--- src/rtl/lsu_pkg.sv ---
// Shared definitions for the load/store unit: funct3 codes, FSM states and
// request-decode helpers used at accept time.
package lsu_pkg;

   localparam logic [2:0] F3_B  = 3'b000;
   localparam logic [2:0] F3_H  = 3'b001;
   localparam logic [2:0] F3_W  = 3'b010;
   localparam logic [2:0] F3_BU = 3'b100;
   localparam logic [2:0] F3_HU = 3'b101;

   typedef enum logic [2:0] {
      IDLE  = 3'd0,
      LOAD  = 3'd1,
      MERGE = 3'd2,
      WRITE = 3'd3,
      RESP  = 3'd4
   } lsu_state_t;

   // Loads know the unsigned variants; stores only know B/H/W.
   function automatic logic f3_illegal(input logic we, input logic [2:0] f3);
      logic ill;
      if (we) begin
         ill = !((f3 == F3_B) || (f3 == F3_H) || (f3 == F3_W));
      end else begin
         ill = (f3 == 3'b011) || (f3 == 3'b110) || (f3 == 3'b111);
      end
      return ill;
   endfunction

   function automatic logic misaligned(input logic [2:0] f3, input logic [1:0] off);
      logic mis;
      case (f3)
         F3_H, F3_HU: mis = off[0];
         F3_W:        mis = (off != 2'b00);
         default:     mis = 1'b0;
      endcase
      return mis;
   endfunction

endpackage

--- src/rtl/lsu_align.sv ---
// Byte-lane steering for the LSU: load extraction with sign/zero extension,
// and the read-modify-write merge used for sub-word stores.
module lsu_align
   import lsu_pkg::*;
(
   input  logic [31:0] word,
   input  logic [31:0] wdata,
   input  logic [1:0]  offset,
   input  logic [2:0]  funct3,
   output logic [31:0] rdata,
   output logic [31:0] merged
);

   function automatic logic [31:0] extract_word(input logic [31:0] w,
                                                input logic [1:0]  off,
                                                input logic [2:0]  f3);
      logic [7:0]  b;
      logic [15:0] h;
      logic [31:0] r;
      b = 8'(w >> {off, 3'b000});
      h = off[1] ? w[31:16] : w[15:0];
      case (f3)
         F3_B:    r = {{24{b[7]}}, b};
         F3_H:    r = {{16{h[15]}}, h};
         F3_W:    r = w;
         F3_BU:   r = {24'h000000, b};
         F3_HU:   r = {16'h0000, h};
         default: r = 32'h0000_0000;
      endcase
      return r;
   endfunction

   // Untouched lanes keep the old memory contents.
   function automatic logic [31:0] merge_word(input logic [31:0] w,
                                              input logic [31:0] wd,
                                              input logic [1:0]  off,
                                              input logic [2:0]  f3);
      logic [31:0] m;
      m = w;
      case (f3)
         F3_B: m[{off, 3'b000} +: 8] = wd[7:0];
         F3_H: begin
            if (off[1]) begin
               m[31:16] = wd[15:0];
            end else begin
               m[15:0] = wd[15:0];
            end
         end
         F3_W:    m = wd;
         default: m = w;
      endcase
      return m;
   endfunction

   assign rdata  = extract_word(word, offset, funct3);
   assign merged = merge_word(word, wdata, offset, funct3);

endmodule

--- src/rtl/load_store_unit.sv ---
// Load/store unit for a word-wide data memory without byte enables; sub-word
// stores are performed as read-modify-write through the MERGE state.
module load_store_unit
   import lsu_pkg::*;
#(
   parameter int unsigned MEM_BYTES = 256
)(
   input  logic        clk,
   input  logic        rst,
   input  logic        req_valid,
   output logic        req_ready,
   input  logic        req_we,
   input  logic [2:0]  req_funct3,
   input  logic [31:0] req_addr,
   input  logic [31:0] req_wdata,
   output logic        resp_valid,
   output logic [31:0] resp_rdata,
   output logic        resp_err,
   output logic [31:0] mem_addr,
   output logic [31:0] mem_wdata,
   output logic        mem_we,
   input  logic [31:0] mem_rdata
);

   lsu_state_t  state_r;
   lsu_state_t  state_s;
   logic [2:0]  f3_r;
   logic [1:0]  off_r;
   logic [31:0] wdata_r;
   logic        accept_s;
   logic        err_s;
   logic [31:0] align_rdata_s;
   logic [31:0] merged_s;

   assign req_ready = (state_r == IDLE) && !rst;
   assign mem_we    = (state_r == WRITE) && !rst;
   assign accept_s  = req_valid && req_ready;
   assign err_s     = f3_illegal(req_we, req_funct3)
                   || misaligned(req_funct3, req_addr[1:0])
                   || (req_addr >= MEM_BYTES);

   lsu_align u_align (
      .word   (mem_rdata),
      .wdata  (wdata_r),
      .offset (off_r),
      .funct3 (f3_r),
      .rdata  (align_rdata_s),
      .merged (merged_s)
   );

   // Next-state selection
   always_comb begin
      state_s = state_r;
      case (state_r)
         IDLE: begin
            if (!accept_s) begin
               state_s = IDLE;
            end else if (err_s) begin
               state_s = RESP;
            end else if (!req_we) begin
               state_s = LOAD;
            end else if (req_funct3 == F3_W) begin
               state_s = WRITE;
            end else begin
               state_s = MERGE;
            end
         end
         LOAD:    state_s = RESP;
         MERGE:   state_s = WRITE;
         WRITE:   state_s = RESP;
         RESP:    state_s = IDLE;
         default: state_s = IDLE;
      endcase
   end

   // State, request capture and registered response/memory outputs
   always_ff @(posedge clk) begin
      if (rst) begin
         state_r    <= IDLE;
         f3_r       <= 3'b000;
         off_r      <= 2'b00;
         wdata_r    <= 32'h0000_0000;
         resp_valid <= 1'b0;
         resp_rdata <= 32'h0000_0000;
         resp_err   <= 1'b0;
         mem_addr   <= 32'h0000_0000;
         mem_wdata  <= 32'h0000_0000;
      end else begin
         state_r    <= state_s;
         resp_valid <= (state_s == RESP);
         // Only the error path goes straight from IDLE to RESP.
         resp_err   <= (state_r == IDLE) && (state_s == RESP);
         resp_rdata <= (state_r == LOAD) ? align_rdata_s : 32'h0000_0000;
         if (accept_s) begin
            f3_r      <= req_funct3;
            off_r     <= req_addr[1:0];
            wdata_r   <= req_wdata;
            mem_addr  <= {req_addr[31:2], 2'b00};
            mem_wdata <= req_wdata;
         end else if (state_r == MERGE) begin
            mem_wdata <= merged_s;
         end else begin
            mem_wdata <= mem_wdata;
         end
      end
   end

endmodule

--- config.mk ---
export PLATFORM = sky130hd
export DESIGN_NAME = load_store_unit
export DESIGN_NICKNAME = d
export VERILOG_FILES = /design/src/rtl/lsu_pkg.sv /design/src/rtl/lsu_align.sv /design/src/rtl/load_store_unit.sv
export SDC_FILE = /design/constraint.sdc
export NUM_CORES = 1
export LEC_CHECK = 0
export CAP_MARGIN = 20
export CELL_PAD_IN_SITES_DETAIL_PLACEMENT = 0
export CELL_PAD_IN_SITES_GLOBAL_PLACEMENT = 1
export CORE_MARGIN = 4
export CORE_UTILIZATION = 33
export DETAILED_ROUTE_END_ITERATION = 7
export GPL_ROUTABILITY_DRIVEN = 1
export PLACE_DENSITY = 0.81
export RECOVER_POWER = 100
export SYNTH_ARGS = -nofsm -noshare
export SYNTH_HDL_FRONTEND = slang
export SYNTH_SLANG_ARGS = --single-unit
--- constraint.sdc ---
create_clock -name clk -period 2.4 [get_ports clk]
set_input_delay 0.24 -clock clk [delete_from_list [all_inputs] [get_ports clk]]
set_output_delay 0.24 -clock clk [all_outputs]
set_load 0.02 [all_outputs]
## Word-level counts from Yosys, hierarchy flattened

Index checks and enable logic that the tools add are counted.

| storage, ports and cells | value |
|---|---|
| register bits after elaboration | 136 |
| bits in latches | 0 |
| RAM bits | 0 |
| memory bits (read-only) | 0 |
| bits of input ports | 103 |
| logic and storage cells | 64 |
| memories kept | 0 |

| operators by class | value |
|---|---|
| add/sub/neg operators | 1 |
| $mul | 0 |
| div/mod/pow operators | 0 |
| magnitude comparators | 1 |
| eq/ne operators | 14 |
| shifts and indexed selects | 3 |
| muxes and demuxes | 15 |
| bitwise logic cells | 1 |
| reductions and logical operators | 20 |

Operator list:

| cell | count |
|---|---|
| 32-bit case mux with 5 select lines | 1 |
| 32-bit case mux with 3 select lines | 1 |
| 32-bit 2-to-1 mux | 2 |
| 16-bit 2-to-1 mux | 3 |
| 32-bit bitwise mux | 1 |
| 32-bit by 9-bit greater-or-equal comparator with 1-bit output (second input constant) | 1 |
| 8-bit by 7-bit variable shift with 32-bit output (first input constant) | 1 |
| 8-bit by 7-bit indexed part select with 32-bit output | 1 |
| 32-bit by 5-bit >> shifter with 8-bit output | 1 |
| 3-bit equality test (second input constant) | 6 |
| 3-bit by 2-bit equality test with 1-bit output (second input constant) | 5 |
| 3-bit by 1-bit equality test with 1-bit output (second input constant) | 3 |
| 3-bit logical NOT | 3 |
| 3-bit case mux with 3 select lines | 1 |
| 5-bit negation with 7-bit output | 1 |
| 1-bit logical OR | 6 |
| 3-bit 2-to-1 mux | 2 |
| 2-bit OR reduction | 3 |
| 1-bit logical AND | 4 |
| 2-bit nonzero test | 2 |
| 1-bit logical NOT | 2 |
| 1-bit 2-to-1 mux | 2 |
| 2-bit 2-to-1 mux | 1 |
| 1-bit case mux with 2 select lines | 1 |
| 1-bit NOT | 1 |

## Depth between registers and ports, before layout

| depth | value |
|---|---|
| depth in word-level cells | 12 |
| mapped depth | 8 |
| mapped depth without buffers | 6 |

## Hierarchy

From an unflattened synthesis, not the netlist that was laid out.

| unflattened totals | value |
|---|---|
| cell total of the unflattened synthesis | 805 |
| area total of the unflattened synthesis | 6598.8 um^2 |

Modules (own cells, without submodules):

| module | times used | cells each | area an instance (um^2) | seq. area each (um^2) |
|---|---|---|---|---|
| load_store_unit | 1 | 541 | 4845.9 | 2722.6 |
| lsu_align | 1 | 264 | 1752.9 | 0.0 |

## Worst setup path after synthesis

OpenSTA, ideal clock, no wires.

| path | value |
|---|---|
| kind | register -> register |
| from | register off_r[1] |
| to | register mem_wdata[24] |
| setup time | 134 ps |
| arrival | 1792 ps |
| path slack | 475 ps |
| stages on the path, launching flop included | 8 |
| clock period less this slack | 1925 ps |
| cell sequence | dfxtp_1 -> buf_2 -> inv_1 -> ha_1 -> and4b_1 -> buf_1 -> a222oi_1 -> o22ai_1 |

| between the ends | value |
|---|---|
| word-level cells in the longest chain between the ends | 6 |

Ends and longest elaborated chain:

| element | RTL line | RTL |
|---|---|---|
| start, declared | load_store_unit.sv:28 | `logic [1:0] off_r;` |
| start signal, assigned | load_store_unit.sv:96 | `off_r <= req_addr[1:0];` |
| 5-bit negation with 7-bit output | lsu_align.sv:41 | `F3_B: m[{off, 3'b000} +: 8] = wd[7:0];` |
| 8-bit by 7-bit indexed part select with 32-bit output / 8-bit by 7-bit variable shift with 32-bit output (equally long branches) | lsu_align.sv:41 |  |
| 32-bit bitwise mux | lsu_align.sv:41 |  |
| 32-bit case mux with 3 select lines * | lsu_align.sv:40 | `case (f3)` |
| 32-bit 2-to-1 mux * | load_store_unit.sv:100 | `end else if (state_r == MERGE) begin` |
| 32-bit 2-to-1 mux * | load_store_unit.sv:94 | `if (accept_s) begin` |
| end signal, assigned | load_store_unit.sv:99 | `mem_wdata <= req_wdata;` |
| end signal, assigned | load_store_unit.sv:101 | `mem_wdata <= merged_s;` |
| end signal, assigned | load_store_unit.sv:103 | `mem_wdata <= mem_wdata;` |
| end, declared | load_store_unit.sv:20 | `output logic [31:0] mem_wdata,` |

Every way passes the cells marked *; elsewhere a longest branch is shown, timed or not. The select of a mux whose other input is x is not followed.
A chain may end at the register's enable or synchronous reset.

## Final worst setup path

| path | value |
|---|---|
| from | register state_r[1] |
| to | register mem_wdata[17] |

| between the ends | value |
|---|---|
| word-level cells in the longest chain between the ends | 4 |

Ends and longest elaborated chain:

| element | RTL line | RTL |
|---|---|---|
| start, declared | load_store_unit.sv:25 | `lsu_state_t state_r;` |
| start signal, assigned | load_store_unit.sv:89 | `state_r <= state_s;` |
| 3-bit logical NOT | load_store_unit.sv:35 | `assign req_ready = (state_r == IDLE) && !rst;` |
| 1-bit logical AND | load_store_unit.sv:35 |  |
| 1-bit logical AND | load_store_unit.sv:37 | `assign accept_s = req_valid && req_ready;` |
| 32-bit 2-to-1 mux / 2-bit nonzero test (equally long branches) | -- |  |

Several ways; a longest one is shown, not always the timed one.

==> results by group <==
Power
  • Register share of total power: 0.423
  • Switching Power: about 1500 µW
  • Lkg Pwr: 0.00340 µW
  • Internal power: 4170 µW
  • VDD IR max: 0.481 mV
  • Combinational power share: 0.135
  • PD cells: between 600 and 700 mW/mm²
  • Switching share of power: 0.268
  • Clock network fraction of total power: 0.442

Global route
  • Global route overflow: 0
  • Initial antenna violation count: 0
  • Vias in the first global route: between 5000 and 6000
  • First-pass GRT wire length: roughly 32000 µm
  • Largest net degree at the start of global routing: between 60 and 70
  • Tot GR Track Use: 0.203

Clocking
  • Hold buffers post-CTS: 0
  • Clk buf depth: 2
  • Post_cts resized: 0
  • CTS tree: yes
  • Clock sink total: 136
  • Clock slew at reported path FFs: roughly 0.060 ns
  • Post-CTS Setup Bufs: 0
  • Clock Latency Late Sink: 0.43 ns
  • H-Tree Depth: 4
  • Inserted Clock Buffers: 17
  • Root Buffer: clkbuf_16

Synthesis
  • Synth async-reset ratio: 0
  • Synth Area per Inst: roughly 8.9 µm²
  • Seq cells post-synth: 136
  • Top FF cell, synth: dfxtp_1
  • Mapped cell area: roughly 0.0057 mm²
  • Number of cells produced by synthesis: between 600 and 700
  • Synth cell types: slightly below 60
  • Yosys warning count: 0
  • Post-synth EDFFs: 0
  • Sequential element share of the synthesized area: 0.475

Critical path
  • Crit end category: flop
  • Startpoint Class: flop
  • Setup Crit Path Kind: reg -> reg
  • Crit path required time: approximately 2.8 ns
  • WP data arrival: between 2 and 3 ns
  • CP max FO: 10

Finish
  • Fin util: 0.503
  • Ant diodes: 0
  • Layout overhead on the synthesized area: 47.4%
  • # nets final: 942
  • Fraction of layout cells with a size suffix above 1: 0.0897

Detailed routing
  • Detailed-router iteration count before antenna repair: 8
  • Initial DRC Count: about 550
  • Detailed Route WL: a little over 20000 µm
  • # DRC: 2
  • Via-to-Cell Ratio: around 5.4
  • Post-route ant nets: 0
  • Routed vias: roughly 5800
  • WL/cell: 19.2 µm

Worst hold path
  • Worst hold path class: in -> reg

Die
  • Initial core utilization: 0.341
  • Placeable Area: roughly 0.017 mm²
  • DIE WIDTH: 140 µm
  • Cell Rows: 47
  • Top-Level Pins: between 200 and 250
  • Die area: ~0.02 mm²
  • Die Height: roughly 140 µm

Timing
  • Final count of hold timing violations: 0
  • Final worst path period need: 2.19 ns
  • Worst-Margin Slew: a little over 0.9 ns
  • Max Freq: ~460 MHz
  • Final setup TNS: 0 ns
  • Max Clock Skew: around 0.015 ns
  • Slew margin rel.: 0.388
  • Final setup vio count: 0
  • Fin crit share: 0.913
  • RSZ-0062 raised after global routing: false
  • Final Slew Violations: 0

Status
  • Failing checks: design-rule violations
  • Status: finished, violations left

Placement
  • Routability congestion estimate: between 0.9 and 1
  • PortBufs: 200
  • Final HPWL DP: approximately 15000 µm

Run
  • Max Cap Violations: 0
## through the flow
step | power (µW) | cells | setup WS (ns) | hold slack, ns | area, µm²
after floorplan | 2820 | 649 | 0.475 | 0.350 | 5740
after global placement | 3240 | 1035 | 0.423 | 0.442 | 7920
after detailed placement | 3250 | 1035 | 0.340 | 0.449 | 7920
after CTS | 5750 | 1067 | 0.239 | 0.164 | 8490
after global routing | 5900 | 1067 | 0.113 | 0.197 | 8450
final | 5690 | 1067 | 0.209 | 0.179 | 8450
## power by group through the flow
stage | logic (µW) | clock network [µW] | registers (µW)
final | 767 | 2520 | 2410
after global routing | 829 | 2650 | 2420
after CTS | 795 | 2550 | 2410
after detailed placement | 790 | 0 | 2460
after global placement | 784 | 0 | 2460
after floorplan | 323 | 0 | 2500
## worst paths after layout
path | start | end | slack [ns] | depth (start not counted)
max reg2reg | state_r[1]$_SDFF_PP0_ | mem_wdata[17]$_SDFFE_PP0P_ | 0.21 | 4
max | state_r[1]$_SDFF_PP0_ | mem_wdata[17]$_SDFFE_PP0P_ | 0.21 | 4
min | rst | state_r[2]$_SDFF_PP0_ | 0.18 | 3
min reg2reg | mem_addr[23]$_SDFFE_PP0P_ | mem_addr[23]$_SDFFE_PP0P_ | 0.45 | 2
## synthesized netlist by cell type, drive strengths merged, types with 4 or more instances
cell type	count	share of area
a211oi	4	0.0061
a21o	18	0.024
a21oi	89	0.080
a221o	7	0.012
a221oi	4	0.0072
a222oi	29	0.051
a22o	14	0.021
a22oi	17	0.022
a41oi	9	0.014
buf	27	0.026
clkbuf	26	0.017
dfxtp	136	0.47
ha	5	0.011
mux2	10	0.020
nand2	147	0.096
nand2b	4	0.0044
nand3	15	0.013
nor2	19	0.013
nor4	7	0.0087
o21ai	8	0.0076
o22ai	8	0.0087
## state kept, by name (all words and copies together) (netlist names), 2 cells and up
name	count
mem_wdata	32
state_r	3
resp_rdata	32
wdata_r	32
f3_r	3
mem_addr	30
off_r	2
## critical path, cell delays in order (launching register included)
cell	delay, ns
dfxtp_1	0.42
or3b_1	0.52
nor2_1	0.60
o21a_1	0.38
a221o_1	0.21
## cell type report
| class | instances | area [µm²] |
|---|---|---|
| inverter | 2 | 7.51 |
| tap | 220 | 275 |
| clock inverter | 13 | 121 |
| fill | 1607 | 8360 |
| clock buffer | 19 | 443 |
| sequential | 136 | 2720 |
| multi-input combinational | 458 | 2750 |
| timing repair buffer | 219 | 2130 |
## kinds of logic (layout without fill, tap and decap cells)
group           Yosys count  after routing  share of synthesized area
mux                      12             12                     0.0231
flops                   136            136                      0.475
simple gates            220            220                      0.174
buf+inv                  55            253                     0.0447
compound gates          219            219                      0.272
other cells               1              2                   0.000654
fa+ha+maj                 5              5                     0.0109
## layer usage
metal,GRT usage,routed length [µm],share of wire,vias to the layer above
li1,-,-,-,2763
met1,0.264,8770,0.43,2702
met2,0.315,9190,0.45,295
met3,0.0796,2130,0.10,23
met4,0.0576,398,0.019,0
met5,0,0,0,-
## cell usage in the layout (no fill, tap or decap), types with 7 or more instances in the layout
cell             count
nand2_1            147
a221o_1              7
nor2_1              19
o22ai_1              8
a21oi_1             88
dfxtp_1            136
a22oi_1             17
a222oi_1            29
dlygate4sd3_1       98
mux2_2              10
buf_4               15
a41oi_1              9
clkbuf_16           17
a22o_1              14
nand3_1             15
a21o_1              18
clkdlybuf4s50_1    101
No activity file was read; power rests on OpenSTA's default activity.
